<file path="src/rtl/regfile_nx10.sv">
// DEPTH x WIDTH register file: one write port, two read ports, optional output registers.
// Define REGFILE_ZERO_REG_EN to hardwire entry 0 to zero.
module regfile_nx10 #(
  parameter int WIDTH    = 10,
  parameter int DEPTH    = 8,
  parameter int AW       = 3,
  parameter int READ_REG = 0,
  parameter int BYPASS   = 1
) (
  input  logic             CLK,
  input  logic             RST,
  input  logic             we,
  input  logic [AW-1:0]    waddr,
  input  logic [WIDTH-1:0] wdata,
  input  logic [AW-1:0]    raddr_a,
  input  logic [AW-1:0]    raddr_b,
  output logic [WIDTH-1:0] rdata_a,
  output logic [WIDTH-1:0] rdata_b
);

`ifdef REGFILE_ZERO_REG_EN
  localparam int LO = 1;
`else
  localparam int LO = 0;
`endif

  logic [WIDTH-1:0] ent [DEPTH];
  logic             wr_ok;
  logic             fwd_a;
  logic             fwd_b;
  logic [WIDTH-1:0] val_a_d;
  logic [WIDTH-1:0] val_b_d;

  // Qualified write: drops reset cycles, out-of-range and hardwired addresses
  assign wr_ok = we && !RST
              && (int'(waddr) < DEPTH)
              && (int'(waddr) >= LO);

  for (genvar i = 0; i < DEPTH; i++) begin : g_ent
    if (i < LO) begin : g_zero
      assign ent[i] = '0;
    end else begin : g_reg
      logic [WIDTH-1:0] ent_q;
      always_ff @(posedge CLK) begin
        if (RST) begin
          ent_q <= '0;
        end else if (wr_ok && waddr == AW'(i)) begin
          ent_q <= wdata;
        end
      end
      assign ent[i] = ent_q;
    end
  end

  assign fwd_a = (BYPASS != 0) && wr_ok
              && (raddr_a == waddr);
  assign fwd_b = (BYPASS != 0) && wr_ok
              && (raddr_b == waddr);

  always_comb begin
    val_a_d = '0;
    val_b_d = '0;
    for (int i = 0; i < DEPTH; i++) begin
      if (raddr_a == AW'(i)) val_a_d = ent[i];
      if (raddr_b == AW'(i)) val_b_d = ent[i];
    end
    if (fwd_a) val_a_d = wdata;
    if (fwd_b) val_b_d = wdata;
  end

  if (READ_REG != 0) begin : g_rreg
    logic [WIDTH-1:0] rdata_a_q;
    logic [WIDTH-1:0] rdata_b_q;
    always_ff @(posedge CLK) begin
      if (RST) begin
        rdata_a_q <= '0;
        rdata_b_q <= '0;
      end else begin
        rdata_a_q <= val_a_d;
        rdata_b_q <= val_b_d;
      end
    end
    assign rdata_a = rdata_a_q;
    assign rdata_b = rdata_b_q;
  end else begin : g_comb
    assign rdata_a = val_a_d;
    assign rdata_b = val_b_d;
  end

endmodule

</file>
<file path="config.mk">
export PLATFORM = sky130hd
export DESIGN_NAME = regfile_nx10
export DESIGN_NICKNAME = d
export VERILOG_FILES = /design/src/rtl/regfile_nx10.sv
export SDC_FILE = /design/constraint.sdc
export NUM_CORES = 1
export LEC_CHECK = 0
export ABC_AREA = 1
export ABC_CLOCK_PERIOD_IN_PS = 1500
export CORE_MARGIN = 5
export CORE_UTILIZATION = 39
export CTS_BUF_LIST = sky130_fd_sc_hd__clkbuf_8
export DETAILED_ROUTE_END_ITERATION = 16
export PLACE_DENSITY = 0.68
export SLEW_MARGIN = 10
export SYNTH_ARGS = -nofsm -noshare
export SYNTH_HDL_FRONTEND = slang
export SYNTH_SLANG_ARGS = --single-unit
</file>
<file path="constraint.sdc">
create_clock -name CLK -period 1.5 [get_ports CLK]
set_clock_uncertainty 0.05 [all_clocks]
set_input_delay 0.3 -clock CLK [delete_from_list [all_inputs] [get_ports CLK]]
set_output_delay 0.3 -clock CLK [all_outputs]
set_load 0.02 [all_outputs]
</file>
Yosys cells after proc, flatten, opt, wreduce, memory -nomap -nowiden
Index checks and enable logic that the tools add are counted. W data, S select, Z words.

Register bits: 80. Input bits: 22. Output and inout port bits: 20.

Equality and inequality tests: 23. Mux-type cells: 18. Reductions and logical operators: 15.

Operators by type and width (count): $mux W10 (18); $eq A3 B3 Y1 const B (12); $eq A3 B2 Y1 const B (6); $logic_and A1 B1 Y1 (11); $eq A3 B1 Y1 const B (3); $logic_not A3 Y1 (3); $eq A3 B3 Y1 (2); $logic_not A1 Y1 (1).

Logic depth before layout (Yosys ltp)
Word-level depth: 10. Mapped depth: 10. Mapped depth without buffers: 9.

Worst setup path before layout
OpenSTA, ideal clock, no wires.

Path type: input to output. Start: input raddr_b[1]. End: output rdata_b[5]. Data arrival time: 1.313 ns. Data required time: 1.150 ns. Slack: -0.163 ns. Stages: 7. Path buffers: 2. Cells stage by stage: buf_6 buf_6 nor3_4 nand2_1 nand4_1 nand2_1 a21oi_2.

Cells in the longest elaborated chain, start to end: 10. Elaborated cells on any way between the ends: 19.

Ends and longest elaborated chain: from (decl) (line 16) `input logic [AW-1:0] raddr_b,`; $logic_not A3 Y1 (line 65) `if (raddr_b == AW'(i)) val_b_d = ent[i];`; $mux W10 (8 in a row) (line 65); $mux W10 * (line 68) `if (fwd_b) val_b_d = wdata;`; to (decl) (line 18) `output logic [WIDTH-1:0] rdata_b`.

Every way passes the cells marked *; elsewhere a longest branch is shown, timed or not.

Worst setup path after layout
Start: input raddr_a[2]. End: output rdata_a[8].

Cells in the longest elaborated chain, start to end: 10. Elaborated cells on any way between the ends: 19.

Ends and longest elaborated chain: from (decl) (line 15) `input logic [AW-1:0] raddr_a,`; $logic_not A3 Y1 (line 64) `if (raddr_a == AW'(i)) val_a_d = ent[i];`; $mux W10 (8 in a row) (line 64); $mux W10 * (line 67) `if (fwd_a) val_a_d = wdata;`; to (decl) (line 17) `output logic [WIDTH-1:0] rdata_a,`.

Marks and branches as above.

==> flow_summary.toml <==
[synth]
synth-edff-count = 0
synth_cell_types = 27
synthesis.area_um2 = 4680
synth_seq_area_share_pct = 34.2
synth_largest_type_area_fraction_pct = 34.2
netlist_instances = 736
postSynth.asyncResetShare_pct = 0
postSynth.topFlopCell = "sky130_fd_sc_hd__dfxtp_1"
yosys-top-cells-area = "sky130_fd_sc_hd__dfxtp_1 (34%), sky130_fd_sc_hd__nor2_1 (14%), sky130_fd_sc_hd__nand2_1 (9.8%), sky130_fd_sc_hd__o21ai_0 (8.1%), sky130_fd_sc_hd__a21oi_1 (5.9%)"
yosys_register_bits = 80
yosys.area.top_type = "sky130_fd_sc_hd__dfxtp_1"
yosysWarningCount = 0
syn-num-nets = 758
synth_area_per_cell_um2 = 6.36

[drt]
dr.first_iter.drc_count = 492
routed-via-count = 5493
detail_route.vias_per_cell = 5.48
avgRoutedWirePerCell_um = 16.2
drt_first_pass_iters = 5
drt-total-wl_um = 16300
drc = 0
ant_nets = 0

[cells_and_area]
areaGrowthSynthToFinish_pct = 47.0
largest_register_ffs = 80
fillCellCount = 1049
layout.core_utilization_pct = 57.8
area_taken_by_flip_flops_and_latches_um2 = 1630
largest_register = "g_ent.g_reg.ent_q"
multi_input_area_um2 = 3040
fraction_of_layout_instances_using_a_drive_strength_above_1_pct = 38.0
reg_top3 = "g_ent.g_reg.ent_q: 80 flops"
antenna_cells_inserted = 0
final_net_count = 872
layout.cell_area.non_filler_um2 = 6880

[global_routing]
grt_remaining_overflow = 0
grt_antenna_before_repair = 0
grt_pass1_wl_um = 25800
grt_pass1_vias = 5128
grtUsageTotal_pct = 22.3
grt_max_degree = 81

[pwr]
p_per_area_nw_per_um2 = 724
power.combinational.fraction_pct = 21.1
power.share.clock_pct = 34.6
p_leak_nw = 3.03
internal_power_mw = 3.44
max-vdd-ir-drop_mv = 0.449
p_sw_mw = 1.54
power_switching_share_pct = 30.9
power.share.sequential_pct = 44.3
design_power_total_mw = 4.98

[worst_setup_path]
timing.critical_path.from = "raddr_a[2]"
critical_path_end = "rdata_a[8]"
timing.critical_path.required_ns = 1.15
cell_chain_of_the_critical_path = "buf_12 > buf_8 > nor3_4 > buf_6 > nand2_1 > nand3_1 > nor2_1 > nand4_1 > nand2_1 > nand2_2 > buf_6"
timing.critical_path.to_type = "output port"
r2r_start = "g_ent[1].g_reg.ent_q[3]"
startpoint_type = "primary input"
crit_fanout = 8
reg2reg_setup_slack_ns = 0.56
worst_r2r_path_depth = 4
r2r_end = "g_ent[1].g_reg.ent_q[3]"
crit_arrival_ns = 1.47
type_of_the_worst_setup_path = "in -> out"
worst_stage_delay_on_the_critical_path_ns = 0.18
cpMaxStageDelayCell = "sky130_fd_sc_hd__nor3_4"

[timing]
fin_tns_setup_ns = -5.31
crit_share_post_route_pct = 121
worst-slew-pin-transition_ns = 0.696
max_slew_margin_pct = 53.6
report.final.hold_viol_count = 0
timing.final.max_slew_violations = 0
setup_viol_count_final = 20
layout_setup_ws_ns = -0.321
setup_repair_after_global_routing_missed_its_margin = "yes"
max_freq_ghz = 0.549
final_period_minus_worst_setup_slack_ns = 1.82

[die]
placementRows = 40
area_of_the_core_um2 = 11900
fp.dieW_um = 120
start_util_pct = 39.3
total_die_area_um2 = 14300
io_pins = 42
die_height_um = 120

[min_path]
holdCritPathClass = "reg -> reg"
min_delay_path_depth = 2

[placement]
detailedPlacementHpwl_um = 11100
post_dp_cell_area_um2 = 5900
routabilityCongestion = 0.951
placement.io_buffers = 41

[clock_network]
clock_tree_from_tritoncts = "built"
clk_pin_slew_ns = 0.10
cts_root_buf = "sky130_fd_sc_hd__clkbuf_8"
clock_tree.buffer_depth = 2
numCtsBuffers = 9
clkLatencyLatePin_ns = 0.35
cts.sinks = 80
h-tree-depth = 3

[status]
outcome = "complete, but fails checks"
violations_in_the_final_reports = "negative setup slack"

[job]
max-cap-violations = 0
==> synth_stat cells, types with 3 or more instances <==
library cell / n
sky130_fd_sc_hd__a21oi_2: 5
sky130_fd_sc_hd__nand3_1: 42
sky130_fd_sc_hd__a21oi_1: 55
sky130_fd_sc_hd__clkbuf_1: 19
sky130_fd_sc_hd__inv_4: 5
sky130_fd_sc_hd__o21ai_1: 4
sky130_fd_sc_hd__dfxtp_1: 80
sky130_fd_sc_hd__nand4_1: 44
sky130_fd_sc_hd__buf_6: 11
sky130_fd_sc_hd__buf_2: 14
sky130_fd_sc_hd__inv_2: 12
sky130_fd_sc_hd__nor3_4: 4
sky130_fd_sc_hd__inv_1: 37
sky130_fd_sc_hd__nand2_1: 122
sky130_fd_sc_hd__nor2_2: 6
sky130_fd_sc_hd__nor3_2: 5
sky130_fd_sc_hd__nor2_1: 178
sky130_fd_sc_hd__o21ai_0: 76
sky130_fd_sc_hd__nand2_2: 3
==> kinds of logic (layout without fill, tap and decap cells) <==
logic type	Yosys count	in the layout	synth area share, %
AOI/OAI and AO/OA	142	142	15.6
xor gates and xnor gates	1	1	0.187
buffers and inverters	104	223	11.0
DFF	80	80	34.2
and+or+nand+nor	409	409	39.0
==> routing by layer <==
metal	track usage, %	part of all wire, %	vias to the layer above	wire length, um
met4	9.23	3.6	0	592
met5	0	0	-	0
met3	2.83	6.8	51	1100
met2	37.3	48	254	7780
met1	29.0	42	2542	6790
li1	-	-	2646	-
==> layout by cell type, fill, tap and decap left out, types with 2 or more instances in the layout <==
master and instances:
sky130_fd_sc_hd__inv_2 13, sky130_fd_sc_hd__clkinv_1 2, sky130_fd_sc_hd__a21oi_1 47, sky130_fd_sc_hd__a21oi_4 4, sky130_fd_sc_hd__buf_8 6, sky130_fd_sc_hd__buf_4 70, sky130_fd_sc_hd__inv_8 6, sky130_fd_sc_hd__dfxtp_2 23
sky130_fd_sc_hd__inv_4 6, sky130_fd_sc_hd__nor2_2 23, sky130_fd_sc_hd__o21ai_0 76, sky130_fd_sc_hd__nor2_1 156, sky130_fd_sc_hd__or2_1 2, sky130_fd_sc_hd__inv_1 32, sky130_fd_sc_hd__nand2_2 31, sky130_fd_sc_hd__nand3_2 27
sky130_fd_sc_hd__nand3_1 14, sky130_fd_sc_hd__buf_12 13, sky130_fd_sc_hd__nand4_1 44, sky130_fd_sc_hd__buf_6 40, sky130_fd_sc_hd__buf_16 2, sky130_fd_sc_hd__o21ai_1 4, sky130_fd_sc_hd__inv_6 6, sky130_fd_sc_hd__clkinv_4 2
sky130_fd_sc_hd__a21oi_2 9, sky130_fd_sc_hd__nand3_4 2, sky130_fd_sc_hd__nand2_4 10, sky130_fd_sc_hd__nor2_4 7, sky130_fd_sc_hd__clkdlybuf4s50_1 10, sky130_fd_sc_hd__clkbuf_8 9, sky130_fd_sc_hd__clkinvlp_4 2, sky130_fd_sc_hd__nand2_1 84
sky130_fd_sc_hd__dfxtp_1 57, sky130_fd_sc_hd__nor3_4 8
==> power groups by stage <==
| stage | Sequential, mW | Combinational, mW | Clock (mW) |
|---|---|---|---|
| after floorplan | 2.24 | 0.506 | 0 |
| after global placement | 2.25 | 0.861 | 0 |
| after detailed placement | 2.25 | 0.866 | 0 |
| after CTS | 2.20 | 0.994 | 1.75 |
| after global routing | 2.21 | 1.12 | 1.82 |
| final | 2.21 | 1.05 | 1.72 |
==> repair_timing <==
action                     4_1_cts  5_1_grt
hold buffers                     0        0
gates resized for setup        276       82
pin swaps                       81       72
buffers inserted                 9        2
cloned                           8        0
setup endpoints to repair       93       22
==> worst max-delay path, delay by kind of cell <==
| kind | cells | cell delay, ns |
|---|---|---|
| simple gates | 7 | 0.61 |
| buf+inv | 4 | 0.54 |
==> how the worst min path moves through the flow <==
stage	startpoint	end	slack [ns]
floorplan	g_ent[3].g_reg.ent_q[3]	g_ent[3].g_reg.ent_q[3]	0.39
global placement	g_ent[3].g_reg.ent_q[7]	g_ent[3].g_reg.ent_q[7]	0.43
detailed placement	g_ent[3].g_reg.ent_q[7]	g_ent[3].g_reg.ent_q[7]	0.42
CTS	g_ent[3].g_reg.ent_q[7]	g_ent[3].g_reg.ent_q[7]	0.44
global route	g_ent[6].g_reg.ent_q[5]	g_ent[6].g_reg.ent_q[5]	0.47
finish	g_ent[3].g_reg.ent_q[7]	g_ent[3].g_reg.ent_q[7]	0.45
==> cell type report <==
cell class / count / area share, %
multi-input cells: 552 / 44.2
flip-flops and latches: 80 / 23.7
repair buffers: 143 / 21.7
inverters: 58 / 4.11
well taps: 147 / 2.67
clock buffers: 9 / 1.80
clock inverters: 7 / 1.24
repair inverters: 6 / 0.654
==> stage by stage <==
step / std cells / hold slack [ns] / worst slack, ns
2_1_floorplan: 736 / 0.394 / -0.0878
3_3_place_gp: 968 / 0.428 / -1.31
3_5_place_dp: 968 / 0.425 / -1.32
4_1_cts: 1001 / 0.439 / -0.349
5_1_grt: 1002 / 0.471 / -0.351
6_report: 1002 / 0.446 / -0.321
(Power assumes the default switching activity.)
